## config.mk

```make
export PLATFORM = sky130hd
export DESIGN_NAME = tx_fifo_ctrl
export DESIGN_NICKNAME = d
export VERILOG_FILES = /design/src/rtl/tx_fifo_ctrl.sv
export SDC_FILE = /design/constraint.sdc
export NUM_CORES = 1
export LEC_CHECK = 0
export CAP_MARGIN = 20
export CORE_ASPECT_RATIO = 2
export CORE_MARGIN = 2
export CORE_UTILIZATION = 38
export DETAILED_ROUTE_END_ITERATION = 8
export MAX_ROUTING_LAYER = met4
export PLACE_DENSITY_LB_ADDON = 0.3
export SETUP_SLACK_MARGIN = 0.1
export SYNTH_ARGS = -nofsm -noshare
export SYNTH_HDL_FRONTEND = slang
export SYNTH_SLANG_ARGS = --single-unit
```

## constraint.sdc

```tcl
create_clock -name clk -period 3.25 [get_ports clk]
set_input_delay 0.4875 -clock clk [delete_from_list [all_inputs] [get_ports clk]]
set_output_delay 0.4875 -clock clk [all_outputs]
set_load 0.1 [all_outputs]
```

## src/rtl/tx_fifo_ctrl.sv

```systemverilog
// -----------------------------------------------------------------------------
// tx_fifo_ctrl
//   Pointer and flow controller for the TX FIFO that sits between the packet
//   builder (writer) and the serial transmitter (reader). The storage RAM is
//   external; this block owns the head/tail pointers, derives occupancy and
//   full/empty, gates the write/read strobes, and decides when the transmitter
//   may start draining (threshold reached, FIFO full, or end of packet).
//
// Ports
//   clk, rst        rising-edge clock, asynchronous active-high reset
//   wr_req/wr_last  writer presents a byte; wr_last marks the last byte of a packet
//   rd_req          transmitter requests a pop
//   flush           discard the FIFO contents (one-cycle FLUSH state)
//   err_clr         clear the sticky error flags
//   wr_en, wr_ptr   write strobe and tail pointer for the storage RAM
//   rd_en, rd_ptr   read-advance strobe and head pointer (data sits at rd_ptr)
//   full, empty     derived from pointers and wrap-toggle bits
//   count           registered occupancy, 0..DEPTH
//   tx_start        one-cycle pulse in the first cycle of SEND
//   tx_active       high while the FSM is in SEND
//   overflow_err    sticky: write requested while full
//   underflow_err   sticky: read requested while empty or outside SEND
// -----------------------------------------------------------------------------
module tx_fifo_ctrl #(
    parameter int DEPTH  = 6,
    parameter int PTR_W  = 3,
    parameter int CNT_W  = 3,
    parameter int THRESH = 4
) (
    input  logic             clk,
    input  logic             rst,
    input  logic             wr_req,
    input  logic             wr_last,
    input  logic             rd_req,
    input  logic             flush,
    input  logic             err_clr,
    output logic             wr_en,
    output logic [PTR_W-1:0] wr_ptr,
    output logic             rd_en,
    output logic [PTR_W-1:0] rd_ptr,
    output logic             full,
    output logic             empty,
    output logic [CNT_W-1:0] count,
    output logic             tx_start,
    output logic             tx_active,
    output logic             overflow_err,
    output logic             underflow_err
);

    typedef enum logic [1:0] {
        IDLE  = 2'd0,
        ACCUM = 2'd1,
        SEND  = 2'd2,
        FLUSH = 2'd3
    } state_t;

    localparam logic [PTR_W-1:0] PTR_LAST   = PTR_W'(DEPTH - 1);
    localparam logic [CNT_W-1:0] CNT_THRESH = CNT_W'(THRESH);
    localparam logic [CNT_W-1:0] CNT_FULL   = CNT_W'(DEPTH);

    state_t           state;
    logic             wr_tog;
    logic             rd_tog;
    logic             eop_pend;
    logic [CNT_W-1:0] count_nxt;
    logic             eop_now;
    logic             go_send;
    logic             drained;

    // Equal pointers mean either empty or full; the wrap toggles tell them apart.
    assign empty = (wr_ptr == rd_ptr) && (wr_tog == rd_tog);
    assign full  = (wr_ptr == rd_ptr) && (wr_tog != rd_tog);

    // Strobes are combinational so the writer/reader see acceptance in the same
    // cycle; they are forced low while reset is held.
    assign wr_en = wr_req && !full  && (state != FLUSH) && !rst;
    assign rd_en = rd_req && !empty && (state == SEND)  && !rst;

    // NOTE: every signal written in always_comb gets a default first so no latch is inferred.
    always_comb begin
        count_nxt = count;
        if (wr_en && !rd_en) begin
            count_nxt = count + 1'b1;
        end else if (rd_en && !wr_en) begin
            count_nxt = count - 1'b1;
        end
    end

    // End of packet seen, including a last byte accepted this very cycle.
    assign eop_now = eop_pend || (wr_en && wr_last);
    assign go_send = (count_nxt >= CNT_THRESH) || (count_nxt == CNT_FULL) || eop_now;
    // The pop in this cycle leaves the FIFO empty.
    assign drained = rd_en && (count_nxt == '0);

    // Control FSM with registered tx_start / tx_active.
    // NOTE: sequential state uses non-blocking assignments so every register samples pre-edge values.
    always_ff @(posedge clk or posedge rst) begin
        if (rst) begin
            state     <= IDLE;
            tx_start  <= 1'b0;
            tx_active <= 1'b0;
        end else begin
            tx_start <= 1'b0;
            if (flush) begin
                state     <= FLUSH;
                tx_active <= 1'b0;
            end else begin
                case (state)
                    IDLE: begin
                        if (wr_en) begin
                            state <= ACCUM;
                        end
                    end
                    ACCUM: begin
                        if (go_send) begin
                            state     <= SEND;
                            tx_start  <= 1'b1;
                            tx_active <= 1'b1;
                        end
                    end
                    SEND: begin
                        // Drained: a finished packet returns to IDLE, otherwise
                        // wait in ACCUM for the writer to catch up.
                        if (drained) begin
                            state     <= eop_pend ? IDLE : ACCUM;
                            tx_active <= 1'b0;
                        end
                    end
                    FLUSH: begin
                        state <= IDLE;
                    end
                    default: begin
                        state     <= IDLE;
                        tx_active <= 1'b0;
                    end
                endcase
            end
        end
    end

    // Pointers, toggles, occupancy and the end-of-packet marker.
    always_ff @(posedge clk or posedge rst) begin
        if (rst) begin
            wr_ptr   <= '0;
            rd_ptr   <= '0;
            wr_tog   <= 1'b0;
            rd_tog   <= 1'b0;
            count    <= '0;
            eop_pend <= 1'b0;
        end else if (state == FLUSH) begin
            wr_ptr   <= '0;
            rd_ptr   <= '0;
            wr_tog   <= 1'b0;
            rd_tog   <= 1'b0;
            count    <= '0;
            eop_pend <= 1'b0;
        end else begin
            if (wr_en) begin
                if (wr_ptr == PTR_LAST) begin
                    wr_ptr <= '0;
                    wr_tog <= ~wr_tog;
                end else begin
                    wr_ptr <= wr_ptr + 1'b1;
                end
            end
            if (rd_en) begin
                if (rd_ptr == PTR_LAST) begin
                    rd_ptr <= '0;
                    rd_tog <= ~rd_tog;
                end else begin
                    rd_ptr <= rd_ptr + 1'b1;
                end
            end
            count <= count_nxt;
            if (wr_en && wr_last) begin
                eop_pend <= 1'b1;
            end else if (state == SEND && drained) begin
                eop_pend <= 1'b0;
            end
        end
    end

    // Sticky error flags; a new error event wins over a same-cycle clear.
    always_ff @(posedge clk or posedge rst) begin
        if (rst) begin
            overflow_err  <= 1'b0;
            underflow_err <= 1'b0;
        end else begin
            overflow_err  <= (wr_req && full) || (overflow_err && !err_clr);
            underflow_err <= (rd_req && (empty || state != SEND)) || (underflow_err && !err_clr);
        end
    end

endmodule

```

## Yosys cells after proc, flatten, opt, wreduce, memory -nomap -nowiden

Index checks and enable logic that the tools add are counted.
W data, S select, Z words.

| cells by class | value |
|---|---|
| $add $sub $neg | 4 |
| order comparisons | 1 |
| eq/ne operators | 14 |
| mux-type cells | 31 |
| bitwise gates (word level) | 2 |
| reduce and logical (&&, ||, !) cells | 41 |

Operators by type and width:

| operator | count |
|---|---|
| $mux W3 | 9 |
| $logic_and A1 B1 Y1 | 17 |
| $mux W1 | 16 |
| $add A3 B1 Y3 const B | 3 |
| $eq A3 B3 Y1 const B | 3 |
| $ne A3 B3 Y1 const B | 3 |
| $mux W2 | 4 |
| $pmux W2 S4 | 1 |
| $reduce_bool A2 Y1 | 4 |
| $logic_not A1 Y1 | 6 |
| $logic_or A1 B1 Y1 | 6 |
| $reduce_and A3 Y1 | 2 |
| $reduce_bool A3 Y1 | 2 |
| $eq A2 B2 Y1 const B | 2 |
| $ne A2 B2 Y1 const B | 2 |
| $reduce_and A2 Y1 | 2 |
| $eq A3 B3 Y1 | 1 |
| $ge A3 B3 Y1 const B | 1 |
| $logic_not A3 Y1 | 1 |
| $sub A3 B1 Y3 const B | 1 |
| $eq A2 B1 Y1 const B | 1 |
| $logic_not A2 Y1 | 1 |
| $not A1 Y1 | 2 |
| $pmux W1 S2 | 1 |
| 2 further kinds | 2 |

| word-level totals | value |
|---|---|
| register bits after elaboration | 18 |
| bits of input ports | 7 |
| word-level logic and storage cells | 104 |

## Depth between registers and ports, before layout

| depth | value |
|---|---|
| depth in word-level cells | 16 |
| mapped depth | 8 |
| gate-level depth less buffers | 7 |

## Least setup slack after synthesis

OpenSTA, ideal clock, no wires.

| timing | value |
|---|---|
| path type | reg-to-reg |
| start | reg wr_ptr[0] |
| end | reg state[0] |
| data arrival time | 4.195 ns |
| required time | 3.124 ns |
| path slack | -1.072 ns |
| cell stages (with the launch flop) | 8 |
| period minus slack after synthesis | 4.322 ns |
| cell sequence | dfrtp_1 > buf_2 > xor2_2 > nor4_2 > o21bai_4 > a22oi_4 > xnor2_2 > a311o_1 |

RTL lines:

| item | line | RTL |
|---|---|---|
| start, declared | 38 | `output logic [PTR_W-1:0] wr_ptr,` |
| start signal, assigned | 163 | `wr_ptr <= wr_ptr + 1'b1;` |
| $eq A3 B3 Y1 (*) | 71 | `assign empty = (wr_ptr == rd_ptr) && (wr_tog == rd_tog);` |
| $logic_and A1 B1 Y1 (*) | 71 |  |
| named net empty | 42 | `output logic empty,` |
| $logic_not A1 Y1 (*) | 77 | `assign rd_en = rd_req && !empty && (state == SEND) && !rst;` |
| $logic_and A1 B1 Y1 (*) (3 in a row) | 77 |  |
| $logic_and A1 B1 Y1 or $logic_not A1 Y1 (tied branches) | 84, 82 |  |
| $mux W3 or $logic_and A1 B1 Y1 (tied branches) | 84, 82 |  |
| $mux W3 | 82 | `if (wr_en && !rd_en) begin` |
| $ge A3 B3 Y1 or $eq A3 B3 Y1 (tied branches) | 91 | `assign go_send = (count_nxt >= CNT_THRESH) \|\| (count_nxt == CNT_FULL) \|\| eop_now;` |
| $logic_or A1 B1 Y1 (2 in a row) | 91 |  |
| $ne A3 B3 Y1 (no line) | n/a |  |
| $reduce_and A3 Y1 (no line) (*) | n/a |  |
| end signal, assigned | 125 | `state <= eop_pend ? IDLE : ACCUM;` |
| end, declared | 61 | `state_t state;` |

Mark *: on every way through the listed nets, which the timed path passes. The rest lies on a longest branch.
A chain may end at the register's enable or synchronous reset.

## Worst setup path after layout

| timing | value |
|---|---|
| start | reg state[1] |
| end | out wr_en |

| on the way | value |
|---|---|
| longest elaborated chain between the ends | 3 |

RTL lines:

| item | line | RTL |
|---|---|---|
| $ne A2 B2 Y1 | 76 | `assign wr_en = wr_req && !full && (state != FLUSH) && !rst;` |
| $logic_and A1 B1 Y1 (2 in a row) | 76 |  |
| end, declared | 37 | `output logic wr_en,` |

No other way between the ends.

==> PnR_summary.wiki <==
{| class="wikitable"
! Metric !! Value
|-
| Req. time, crit path || 2.76 ns
|-
| Max Buffers Root-to-Sink || 2
|-
| Kind of end point of the critical path || output port
|-
| Average detailed-routed wire length per instance || 16.1 um
|-
| Cells after synthesis || 123
|-
| Global-route wire length before repair || 4.92 mm
|-
| Cell accounting for the most synthesized area || dfrtp_1
|-
| GRT Util Overall || 18.9%
|-
| Part of the total power dissipated in sequential elements || 33.2%
|-
| PwrDens || 553 nW/um2
|-
| Worst Skew || 0.00365 ns
|-
| Switching Fraction || 44.4%
|-
| Commonest cells in the synthesized netlist || dfrtp_1, nand2_1, inv_1, nor2_1
|-
| Clk pwr share || 22.8%
|-
| Dominant synthesized flop cell || dfrtp_1
|-
| Final period util || 75.4%
|-
| Seq/Total Area, Yosys || 38.3%
|-
| Cts bufs inserted || 3
|-
| Synthesis-to-layout area growth || 26.4%
|-
| Clock tree root buffer cell || clkbuf_8
|-
| Most frequent cell after synthesis || dfrtp_1
|-
| Sink count of the clock tree || 18
|-
| Clock latency reported for the late side of the worst-skew pair || 0.26 ns
|-
| Setup crit start kind || register
|-
| Endpoint with the worst hold slack || underflow_err
|-
| Max-capacitance violation count || 0
|-
| Number of cells traversed by the worst register-to-register path || 6
|-
| Level count of the clock H-tree || 1
|-
| Final instance count without filler cells || 177
|-
| Number of post-CTS setup repair buffers || 0
|-
| Cell with the largest stage delay on the worst path || dfrtp_1
|-
| Dpl hpwl || 2.18 mm
|-
| Vias per inst || 5.77
|-
| Register Area || 463 um2
|-
| Category of the critical setup timing path || reg2out
|-
| Worst R2R Setup Slack || 0.97 ns
|-
| Count of TritonRoute iterations in the first routing pass || 4
|-
| I/O pins || 24
|-
| Portion of total power attributed to combinational logic || 44.0%
|-
| Hold Buf Count CTS || 0
|-
| ANT cells || 0
|-
| DRC viols || 0
|-
| GRT overflow || 0
|-
| Final count of hold timing violations || 0
|-
| Synthesized flop and latch total || 18
|-
| Vias post-DR || 1021
|-
| Crit-path max cell delay || 0.46 ns
|-
| DRT Wirelength || 2.86 mm
|-
| X dimension of the die || 43.4 um
|-
| Starting density of the core || 40.0%
|-
| Critical R2R Capture || state[0]
|-
| Setup TNS after final layout || 0 ns
|-
| Per-instance average area after synthesis || 9.57 um2
|-
| Clock tree from TritonCTS || done
|-
| Hold Worst Slack || 0.533 ns
|-
| Post-synth design cell area || 1180 um2
|-
| Max-slew violations || 0
|-
| Count of cells along the worst hold path || 2
|-
| Switching power total || 365 uW
|-
| Fraction of registers with async set or reset after synthesis || 100%
|-
| Die Footprint || 3590 um2
|-
| Cell types with the largest area share after synthesis || dfrtp_1, xnor2_1, xor2_1
|-
| Initial antenna violation count || 0
|-
| Highest attainable clock frequency || 408 MHz
|-
| Actual transition at the worst max-transition pin || 0.962 ns
|-
| Clock Pin Slew Worst Setup and Hold Paths || 0.07 ns
|-
| Post-synth EDFFs || 0
|-
| Setup violators final || 0
|-
| Area occupied by multi-input gates || 659 um2
|-
| Net Count, Synth || 132
|-
| Pin count of the biggest net entering global routing || 19
|-
| Max IR drop VDD || 324 uV
|-
| Post-cts repair resize count || 0
|-
| Max-Slew Margin vs Limit || 35.7%
|-
| Critical R2R Launch || state[1]
|-
| DR iter-0 viols || 19
|-
| Vias in the first global route || 1077
|-
| Number of port buffers || 23
|-
| Die boundary height || 82.7 um
|-
| Site Rows || 28
|-
| Synth Warn # || 0
|-
| Hold path startpoint || underflow_err
|-
| Fill cells || 292
|-
| Static leakage || 0.667 nW
|-
| Final layout net count || 157
|-
| Category of cells accounting for the largest share of critical-path delay || simple AND/OR/NAND/NOR gates
|-
| Cell breakdown of the critical path || and2_1 > nor2_1 > nand2_1 > inv_2 > buf_12
|-
| Class of the most critical hold timing path || reg2reg
|-
| Number of nets with antenna violations after detailed routing || 0
|-
| Weighted congestion at the end of routability-driven global placement || 0.830
|-
| Placed cell count || 173
|-
| Synth top area share || 38.3%
|-
| Cell-internal power || 457 uW
|-
| Critical path data arrival time || 1.96 ns
|-
| Number of buffer and inverter stages on the critical path || 2
|-
| Library cells used by synthesis || 43
|-
| Setup repair after global routing missed its margin || false
|-
| Maximum fanout along the worst path || 12
|-
| Core footprint || 2940 um2
|-
| Status || finished, final reports clean
|-
| Share of cells above drive strength 1 || 25.9%
|-
| Fin crit period || 2.45 ns
|}
## cells by family (layout without fill, tap and decap cells)
| logic type | after synthesis | after routing | synth area share, % |
|---|---|---|---|
| buf+inv | 16 | 40 | 6.48 |
| simple gates | 44 | 44 | 21.6 |
| flops | 18 | 18 | 38.3 |
| compound gates | 27 | 27 | 18.0 |
| xor+xnor | 14 | 14 | 11.7 |
| fa+ha+maj | 4 | 4 | 4.04 |
## how the worst max path moves through the flow
stage,start,endpoint,cells past startpoint
3_3_place_gp,rst,wr_en,6
6_report,state[1],wr_en,5
3_5_place_dp,rst,state[0],7
2_1_floorplan,wr_ptr[0],state[0],7
5_1_grt,state[1],wr_en,5
4_1_cts,state[1],wr_en,5
## registers in the layout, summed over array words and instances, names as in the netlist
signal,flops
count,3
rd_ptr,3
wr_ptr,3
state,2
eop_pend,1
overflow_err,1
rd_tog,1
tx_active,1
tx_start,1
underflow_err,1
wr_tog,1
## per-layer routing
layer / track usage, % / up-vias / routed length, um
li1: - / 482 / -
met1: 18.8 / 510 / 1070
met2: 34.2 / 22 / 1610
met3: 2.61 / 7 / 97
met4: 10.9 / 0 / 84
met5: - / - / 0
## layout by cell type (no fill, tap or decap), drive strengths merged, types with 3 or more instances in the layout
| cell type | Yosys | routed |
|---|---|---|
| a21oi | 5 | 5 |
| a31oi | 3 | 3 |
| and3 | 3 | 3 |
| buf | 3 | 15 |
| clkbuf | 1 | 4 |
| clkdlybuf4s50 | 0 | 9 |
| dfrtp | 18 | 18 |
| inv | 12 | 12 |
| nand2 | 12 | 12 |
| nand2b | 3 | 3 |
| nand3 | 4 | 4 |
| nand4b | 4 | 4 |
| nor2 | 7 | 7 |
| o21ai | 6 | 6 |
| xnor2 | 7 | 7 |
| xor2 | 7 | 7 |
## area by class of cell
class | count | share of cell area, %
Multi-Input combinational cell | 89 | 44.3
Timing Repair Buffer | 24 | 15.3
Tap cell | 30 | 2.52
Sequential cell | 18 | 31.1
Inverter | 12 | 3.03
Clock buffer | 4 | 3.70
## tightest hold or removal path, delay by kind of cell (launching register included)
kind	cells	cell delay, ns
flip-flops	1	0.38
buffers and inverters	1	0.05
AO/OA/AOI/OAI	1	0.06
## power groups by stage
stage          logic (mW)  registers (mW)  clock network (mW)
3_3_place_gp        0.358           0.276                   0
3_5_place_dp        0.363           0.277                   0
2_1_floorplan       0.187           0.376                   0
6_report            0.362           0.273               0.187
4_1_cts             0.364           0.273               0.192
5_1_grt             0.384           0.277               0.197
## stage by stage
step | total power [mW] | instance area, um2 | util (%) | setup slack (ns)
after floorplan | 0.563 | 1200 | - | 0.117
after global placement | 0.634 | 1430 | 48.7 | 0.840
after detailed placement | 0.640 | 1430 | 48.7 | 0.813
after CTS | 0.829 | 1490 | 50.6 | 0.772
after global routing | 0.858 | 1490 | 50.6 | 0.651
final | 0.822 | 1490 | 50.6 | 0.801
No activity file was read; power rests on OpenSTA's default activity.
